## config.mk

```make
export PLATFORM = sky130hd
export DESIGN_NAME = imem_responder_flat
export DESIGN_NICKNAME = d
export VERILOG_FILES = /design/src/rtl/imem_responder_if.sv /design/src/rtl/imem_responder.sv /design/src/flat_wrapper.sv
export SDC_FILE = /design/constraint.sdc
export NUM_CORES = 2
export LEC_CHECK = 0
export CAP_MARGIN = 0
export CORE_MARGIN = 1.5
export CORE_UTILIZATION = 50
export DETAILED_ROUTE_END_ITERATION = 7
export GPL_ROUTABILITY_DRIVEN = 0
export HOLD_SLACK_MARGIN = 0.15
export PLACE_DENSITY = 0.65
export SETUP_SLACK_MARGIN = 0.1
export SLEW_MARGIN = 5
export SYNTH_ARGS = -nofsm -noshare
export SYNTH_HDL_FRONTEND = slang
export SYNTH_SLANG_ARGS = --single-unit
```

## constraint.sdc

```tcl
create_clock -name clk -period 10.3 [get_ports clk]
set_input_delay 2.06 -clock clk [delete_from_list [all_inputs] [get_ports clk]]
set_output_delay 2.06 -clock clk [all_outputs]
set_load 0.05 [all_outputs]
```

## src/rtl/imem_responder_if.sv

```systemverilog
// Fetch and program-load signals between the RiSC16 fetch stage / loader host
// (master) and the instruction-memory responder (slave).
interface imem_responder_if #(
    parameter int DEPTH_LOG2 = 8
);
    logic                  fetch_req;
    logic [15:0]           fetch_addr;
    logic                  fetch_valid;
    logic [15:0]           fetch_instr;
    logic                  fetch_err;
    logic                  load_start;
    logic                  load_valid;
    logic [7:0]            load_byte;
    logic                  load_ready;
    logic [DEPTH_LOG2-1:0] load_words;
    logic                  busy;

    modport master (
        output fetch_req, fetch_addr, load_start, load_valid, load_byte,
        input  fetch_valid, fetch_instr, fetch_err, load_ready, load_words, busy
    );

    modport slave (
        input  fetch_req, fetch_addr, load_start, load_valid, load_byte,
        output fetch_valid, fetch_instr, fetch_err, load_ready, load_words, busy
    );
endinterface

```

## src/rtl/imem_responder.sv

```systemverilog
// Instruction-memory responder: byte-addressed fetches answered after a fixed
// number of wait states, plus a byte-serial port for loading the program image.
//
// state  | meaning
// IDLE   | ready for a fetch; load bytes accepted here only
// WAIT   | counting down wait states for an accepted, well-formed fetch
// RESP   | fetch_valid high for one cycle with instruction or error
module imem_responder #(
    parameter int WORD_LEN    = 16,
    parameter int DEPTH_LOG2  = 8,
    parameter int WAIT_STATES = 2
) (
    input logic             clk,
    input logic             reset,
    imem_responder_if.slave bus
);
    typedef enum logic [1:0] {S_IDLE, S_WAIT, S_RESP} state_t;

    localparam int         DEPTH     = 1 << DEPTH_LOG2;
    localparam logic [3:0] WAIT_INIT = 4'(WAIT_STATES);

    state_t                state_q, state_d;
    logic [3:0]            wait_cnt_q, wait_cnt_d;
    logic [DEPTH_LOG2-1:0] addr_q, addr_d;
    logic                  err_q, err_d;
    logic [WORD_LEN-1:0]   instr_q, instr_d;
    logic [7:0]            hi_q, hi_d;
    logic                  hi_pending_q, hi_pending_d;
    logic [DEPTH_LOG2-1:0] load_ptr_q, load_ptr_d;
    logic [WORD_LEN-1:0]   mem [DEPTH];

    logic                  req_err;
    logic                  load_ready;
    logic                  load_accept;
    logic                  mem_we;

    assign req_err = bus.fetch_addr[0] | ((bus.fetch_addr >> (DEPTH_LOG2 + 1)) != 16'd0);

    // load_start outranks a fetch request in IDLE, so the fetch waits one cycle.
    always_comb begin
        state_d    = state_q;
        wait_cnt_d = wait_cnt_q;
        addr_d     = addr_q;
        err_d      = err_q;
        instr_d    = instr_q;
        case (state_q)
            S_IDLE: begin
                if (bus.fetch_req && !bus.load_start) begin
                    addr_d = bus.fetch_addr[DEPTH_LOG2:1];
                    err_d  = req_err;
                    if (req_err) begin
                        state_d = S_RESP;
                        instr_d = '0;
                    end else if (WAIT_INIT == 4'd0) begin
                        state_d = S_RESP;
                        instr_d = mem[bus.fetch_addr[DEPTH_LOG2:1]];
                    end else begin
                        state_d    = S_WAIT;
                        wait_cnt_d = WAIT_INIT;
                    end
                end
            end
            S_WAIT: begin
                wait_cnt_d = wait_cnt_q - 4'd1;
                if (wait_cnt_q <= 4'd1) begin
                    state_d = S_RESP;
                    instr_d = mem[addr_q];
                end
            end
            S_RESP: begin
                state_d = S_IDLE;
            end
            default: begin
                state_d = S_IDLE;
            end
        endcase
    end

    always_ff @(posedge clk) begin
        if (reset) begin
            state_q    <= S_IDLE;
            wait_cnt_q <= 4'd0;
            addr_q     <= '0;
            err_q      <= 1'b0;
            instr_q    <= '0;
        end else begin
            state_q    <= state_d;
            wait_cnt_q <= wait_cnt_d;
            addr_q     <= addr_d;
            err_q      <= err_d;
            instr_q    <= instr_d;
        end
    end

    assign load_ready  = (state_q == S_IDLE) && !bus.fetch_req && !bus.load_start;
    assign load_accept = bus.load_valid && load_ready;

    always_comb begin
        hi_d         = hi_q;
        hi_pending_d = hi_pending_q;
        load_ptr_d   = load_ptr_q;
        mem_we       = 1'b0;
        if (bus.load_start) begin
            load_ptr_d   = '0;
            hi_pending_d = 1'b0;
        end else if (load_accept) begin
            if (!hi_pending_q) begin
                hi_d         = bus.load_byte;
                hi_pending_d = 1'b1;
            end else begin
                mem_we       = 1'b1;
                load_ptr_d   = load_ptr_q + DEPTH_LOG2'(1);
                hi_pending_d = 1'b0;
            end
        end
    end

    always_ff @(posedge clk) begin
        if (reset) begin
            hi_q         <= 8'd0;
            hi_pending_q <= 1'b0;
            load_ptr_q   <= '0;
        end else begin
            hi_q         <= hi_d;
            hi_pending_q <= hi_pending_d;
            load_ptr_q   <= load_ptr_d;
        end
    end

    // Program image survives reset; only the load port writes it.
    always_ff @(posedge clk) begin
        if (mem_we) begin
            mem[load_ptr_q] <= {hi_q, bus.load_byte};
        end
    end

    assign bus.fetch_valid = (state_q == S_RESP);
    assign bus.fetch_err   = (state_q == S_RESP) && err_q;
    assign bus.fetch_instr = instr_q;
    assign bus.busy        = (state_q != S_IDLE);
    assign bus.load_ready  = load_ready;
    assign bus.load_words  = load_ptr_q;
endmodule

```

## src/flat_wrapper.sv

```systemverilog
// flat-port wrapper written by rule: the top's interface ports become plain ports
module imem_responder_flat 
#(
    parameter int WORD_LEN    = 16,
    parameter int DEPTH_LOG2  = 8,
    parameter int WAIT_STATES = 2
)
  (clk, reset, bus_fetch_req, bus_fetch_addr, bus_load_start, bus_load_valid, bus_load_byte, bus_fetch_valid, bus_fetch_instr, bus_fetch_err, bus_load_ready, bus_load_words, bus_busy);
  imem_responder_if #(.DEPTH_LOG2(DEPTH_LOG2)) bus_i ();
  input logic clk;
  input logic reset;
  input wire logic [$bits(bus_i.fetch_req)-1:0] bus_fetch_req;
  input wire logic [$bits(bus_i.fetch_addr)-1:0] bus_fetch_addr;
  input wire logic [$bits(bus_i.load_start)-1:0] bus_load_start;
  input wire logic [$bits(bus_i.load_valid)-1:0] bus_load_valid;
  input wire logic [$bits(bus_i.load_byte)-1:0] bus_load_byte;
  output wire logic [$bits(bus_i.fetch_valid)-1:0] bus_fetch_valid;
  output wire logic [$bits(bus_i.fetch_instr)-1:0] bus_fetch_instr;
  output wire logic [$bits(bus_i.fetch_err)-1:0] bus_fetch_err;
  output wire logic [$bits(bus_i.load_ready)-1:0] bus_load_ready;
  output wire logic [$bits(bus_i.load_words)-1:0] bus_load_words;
  output wire logic [$bits(bus_i.busy)-1:0] bus_busy;
  assign bus_i.fetch_req = bus_fetch_req;
  assign bus_i.fetch_addr = bus_fetch_addr;
  assign bus_i.load_start = bus_load_start;
  assign bus_i.load_valid = bus_load_valid;
  assign bus_i.load_byte = bus_load_byte;
  assign bus_fetch_valid = bus_i.fetch_valid;
  assign bus_fetch_instr = bus_i.fetch_instr;
  assign bus_fetch_err = bus_i.fetch_err;
  assign bus_load_ready = bus_i.load_ready;
  assign bus_load_words = bus_i.load_words;
  assign bus_busy = bus_i.busy;
  imem_responder #(.WORD_LEN(WORD_LEN), .DEPTH_LOG2(DEPTH_LOG2), .WAIT_STATES(WAIT_STATES)) u_core (.clk(clk), .reset(reset), .bus(bus_i));
endmodule
```

==> run_results.csv <==
group,metric,value,unit
setup_path,critPathRequiredTime,8.24,ns
setup_path,path_max_fanout,4,
sta,rsz0062_at_grt,"false",
floorplan,die-area,324000,um^2
floorplan,die_height,569,um
place,placement.io_buffers,56,
min_path,hp-class,"reg -> reg",
global_routing,maximum_number_of_pins_on_one_net_before_global_route_repair,158,
routing,routed-via-count,81700,
sta,clock_skew,0.0787,ns
routing,wl_per_cell,37.2,um
synthesis,synthArstFlopShare,0,%
clock_tree,numClockSinks,4152,
sta,final-setup-viol-count,0,
synthesis,cell_area_after_technology_mapping,160000,um^2
synthesis,synth-edff-count,4096,
setup_path,crit_start_category,"input port",
synthesis,synth.net_count,7426,
layout,final_layout_size_suffix_gt1_share,25.3,%
clock_tree,cts_setup_buffers,0,
global_routing,global_route.usage.total,28.3,%
global_routing,grt_pass1_wl,636000,um
routing,dr.pass1.iters,6,
global_routing,grt-ovfl-total,0,
setup_path,worst-r2r-cell-count,8,
sta,final.setup.worst_slack,3.63,ns
power_and_ir_drop,static-leakage-power,58.0,nW
status,outcome,"finished clean",
clock_tree,cts_hold_buffers,0,
sta,achievable-frequency,150,MHz
sta,totalNegativeSetupSlack,0,ns
power_and_ir_drop,power.density,195,nW/um^2
min_path,worst_hold_path.num_cells,2,
global_routing,initial_antenna_violation_count,39,
synthesis,synth_cell_type_count,71,
setup_path,regToRegEndpoint,"u_core.bus.fetch_instr[1]",
sta,final_max_slew_viol_count,0,
floorplan,top_level_ports,57,
synthesis,synth.area.top_cells,"sky130_fd_sc_hd__edfxtp_1 77%, sky130_fd_sc_hd__mux4_2 13%, sky130_fd_sc_hd__mux2i_1 2.2%, sky130_fd_sc_hd__nor2_1 0.81%, sky130_fd_sc_hd__dfxtp_1 0.70%",
global_routing,grt_pass1_vias,79600,
synthesis,synth_area_per_cell,21.7,um^2
clock_tree,max_root_sink_buffers,4,
place,dp_slack,3.28,ns
floorplan,die_width,569,um
sta,actual_transition_at_the_worst_max_transition_pin,1.37,ns
clock_tree,numCtsBuffers,411,
clock_tree,cts_root_buffer,"sky130_fd_sc_hd__clkbuf_16",
routing,totalWireLength,460000,um
setup_path,critPathArrivalTime,4.61,ns
synthesis,postSynth.topFlopCell,"sky130_fd_sc_hd__edfxtp_1",
synthesis,postSynthRegisterBits,4152,
synthesis,synthDominantAreaCellType,"sky130_fd_sc_hd__edfxtp_1",
routing,viasPerCell,6.62,
floorplan,placeableCoreArea,318000,um^2
clock_tree,cts-htree-levels,5,
clock_tree,cts.clk_slew.worst_paths,0.06,ns
routing,drt.antenna.violating_nets,0,
setup_path,path_class,"in -> out",
synthesis,synth_sequential_area_ratio,77.6,%
layout,area_growth,12.7,%
synthesis,postSynthCellCount,7391,
sta,slew_headroom,7.49,%
power_and_ir_drop,total_power,35.1,mW
sta,timing.final.crit_share,64.8,%
clock_tree,quantity_of_gates_resized_following_cts,0,
clock_tree,cts_tree,"built",
sta,final_period_minus_worst_setup_slack,6.67,ns
floorplan,initial_core_util,50.3,%
synthesis,synthesis.yosys.warnings,0,
flow_run,total_of_max_cap_violations,0,
power_and_ir_drop,vdd_drop_max,0.000189,V
routing,drt_first_iter_violations,13000,
setup_path,ff2ff_setup_slack,5.04,ns
floorplan,floorplan.rows,207,
setup_path,setup.worst_path.end_class,"output pin",
min_path,holdCritStartpoint,"u_core.addr_q[4]",
synthesis,area_share_of_the_leading_cell_type_in_the_synthesized_netlist,76.8,%
sta,hold_violations,0,
place,hpwl,279000,um
clock_tree,clk_latency,1.00,ns
routing,drc,0,
layout,fin_nets,7849,
==> worst max path at each step <==
stage	slack (ns)	cells after the start	endpoint	from
2_1_floorplan	4.18	4	u_core.mem[207][0]	bus_fetch_req
6_report	3.63	3	bus_load_ready	bus_fetch_req
5_1_grt	3.52	3	bus_load_ready	bus_fetch_req
3_3_place_gp	3.32	7	u_core.mem[112][0]	bus_fetch_req
3_5_place_dp	3.28	7	u_core.mem[112][13]	bus_fetch_req
4_1_cts	3.61	3	bus_load_ready	bus_fetch_req
==> placed cells by master, fill, tap and decap left out, drive strengths merged, types with 7 or more instances in the layout <==
cell type | Yosys | final
inv | 13 | 22
o31ai | 11 | 11
o211ai | 11 | 11
nor2b | 18 | 18
mux2i | 358 | 358
clkbuf | 157 | 485
or2 | 9 | 9
o221ai | 118 | 118
diode | 0 | 12
nor4 | 22 | 22
a2111oi | 15 | 15
a221oi | 26 | 26
clkinv | 1 | 201
nor2 | 347 | 347
mux4 | 939 | 939
a31oi | 30 | 30
a311oi | 9 | 9
and3 | 19 | 19
nor3 | 46 | 46
bufinv | 0 | 51
nand2 | 245 | 245
or3 | 7 | 7
mux2 | 19 | 19
nand3 | 54 | 54
clkinvlp | 0 | 16
a32o | 9 | 9
a21oi | 126 | 126
a22o | 19 | 19
dfxtp | 56 | 56
clkdlybuf4s50 | 0 | 48
a211oi | 28 | 28
buf | 267 | 382
o22ai | 91 | 91
and2 | 14 | 14
nand2b | 11 | 11
o21ai | 78 | 78
edfxtp | 4096 | 4096
a22oi | 53 | 53
==> cell type report <==
type                       count  area (um^2)
clock buffer                 481        10600
timing repair buffer         434         3720
tap                         4180         5230
inverter                      14         66.3
fill                       22900       138000
sequential                  4152       124000
multi-input combinational   2801        33600
antenna                       12         30.0
clock inverter               276         3050
==> cell families after synthesis <==
logic type,count (synthesis),synth area share [%]
buf+inv,438,1.70
compound gates,660,2.88
simple gates,810,2.18
xor+xnor,9,0.0492
fa+ha+maj,6,0.0469
flops,4152,77.6
mux,1316,15.6
==> stage by stage <==
step                hold WS, ns  std cells  util, %  area (um^2)
floorplan                 0.432       7391        -       160000
global placement          0.446      11600     52.4       167000
detailed placement        0.444      11600     52.4       167000
CTS                       0.453      12300     56.7       180000
global route              0.475      12300     56.7       180000
finish                    0.452      12400     56.7       180000
==> cells in the mapped netlist, types with 5 or more instances <==
| master | instances |
|---|---|
| sky130_fd_sc_hd__nand2b_1 | 11 |
| sky130_fd_sc_hd__o31ai_1 | 11 |
| sky130_fd_sc_hd__a32o_1 | 9 |
| sky130_fd_sc_hd__o221ai_1 | 118 |
| sky130_fd_sc_hd__nor4_1 | 22 |
| sky130_fd_sc_hd__buf_4 | 51 |
| sky130_fd_sc_hd__a22oi_1 | 53 |
| sky130_fd_sc_hd__a31oi_1 | 30 |
| sky130_fd_sc_hd__mux2_2 | 18 |
| sky130_fd_sc_hd__and2_1 | 13 |
| sky130_fd_sc_hd__a211oi_1 | 25 |
| sky130_fd_sc_hd__or3_1 | 7 |
| sky130_fd_sc_hd__a221oi_1 | 26 |
| sky130_fd_sc_hd__clkbuf_1 | 157 |
| sky130_fd_sc_hd__xnor2_1 | 5 |
| sky130_fd_sc_hd__o211ai_1 | 11 |
| sky130_fd_sc_hd__nand3_1 | 54 |
| sky130_fd_sc_hd__a22o_1 | 19 |
| sky130_fd_sc_hd__or2_2 | 9 |
| sky130_fd_sc_hd__nand2_1 | 245 |
| sky130_fd_sc_hd__buf_12 | 6 |
| sky130_fd_sc_hd__nand4_1 | 6 |
| sky130_fd_sc_hd__and3_1 | 19 |
| sky130_fd_sc_hd__buf_2 | 100 |
| sky130_fd_sc_hd__nor2b_1 | 18 |
| sky130_fd_sc_hd__buf_8 | 9 |
| sky130_fd_sc_hd__ha_1 | 6 |
| sky130_fd_sc_hd__a311oi_1 | 9 |
| sky130_fd_sc_hd__dfxtp_1 | 56 |
| sky130_fd_sc_hd__o21ai_0 | 77 |
| sky130_fd_sc_hd__buf_1 | 27 |
| sky130_fd_sc_hd__a211o_1 | 5 |
| sky130_fd_sc_hd__mux2i_1 | 358 |
| sky130_fd_sc_hd__inv_1 | 10 |
| sky130_fd_sc_hd__a2111oi_0 | 15 |
| sky130_fd_sc_hd__o22ai_1 | 91 |
| sky130_fd_sc_hd__nor3_1 | 46 |
| sky130_fd_sc_hd__mux4_2 | 936 |
| sky130_fd_sc_hd__buf_6 | 74 |
| sky130_fd_sc_hd__a21oi_1 | 126 |
| sky130_fd_sc_hd__edfxtp_1 | 4096 |
| sky130_fd_sc_hd__nor2_1 | 347 |
==> sequential cells by signal, indices dropped and copies added, names as in the netlist, named ones only <==
signal and cells:
u_core.hi_pending_q 1, u_core.bus.fetch_instr 16, u_core.wait_cnt_q 4, u_core.mem 4096, u_core.addr_q 8, u_core.err_q 1, u_core.bus.load_words 8, u_core.hi_q 8
u_core.state_q 2
==> power breakdown <==
part	internal [mW]	leakage (nW)	switching (mW)
Sequential	18.5	40.4	0.0393
Clock	8.68	6.62	6.47
Combinational	0.430	10.9	0.982
Total	27.6	58.0	7.49
==> routing by layer <==
| metal | track usage [%] | vias up | share of wire, % |
|---|---|---|---|
| met2 | 43.3 | 5432 | 46 |
| met1 | 38.9 | 43300 | 37 |
| met3 | 6.77 | 951 | 12 |
| met5 | 0 | - | 0.022 |
| li1 | - | 32000 | - |
| met4 | 12.8 | 16 | 5.0 |
==> critical path, cell delays in order <==
cell,delay [ns]
sky130_fd_sc_hd__clkdlybuf4s50_1,0.48
sky130_fd_sc_hd__nor3_2,0.84
sky130_fd_sc_hd__clkdlybuf4s50_1,1.23
Power figures use the tool's default switching activity.
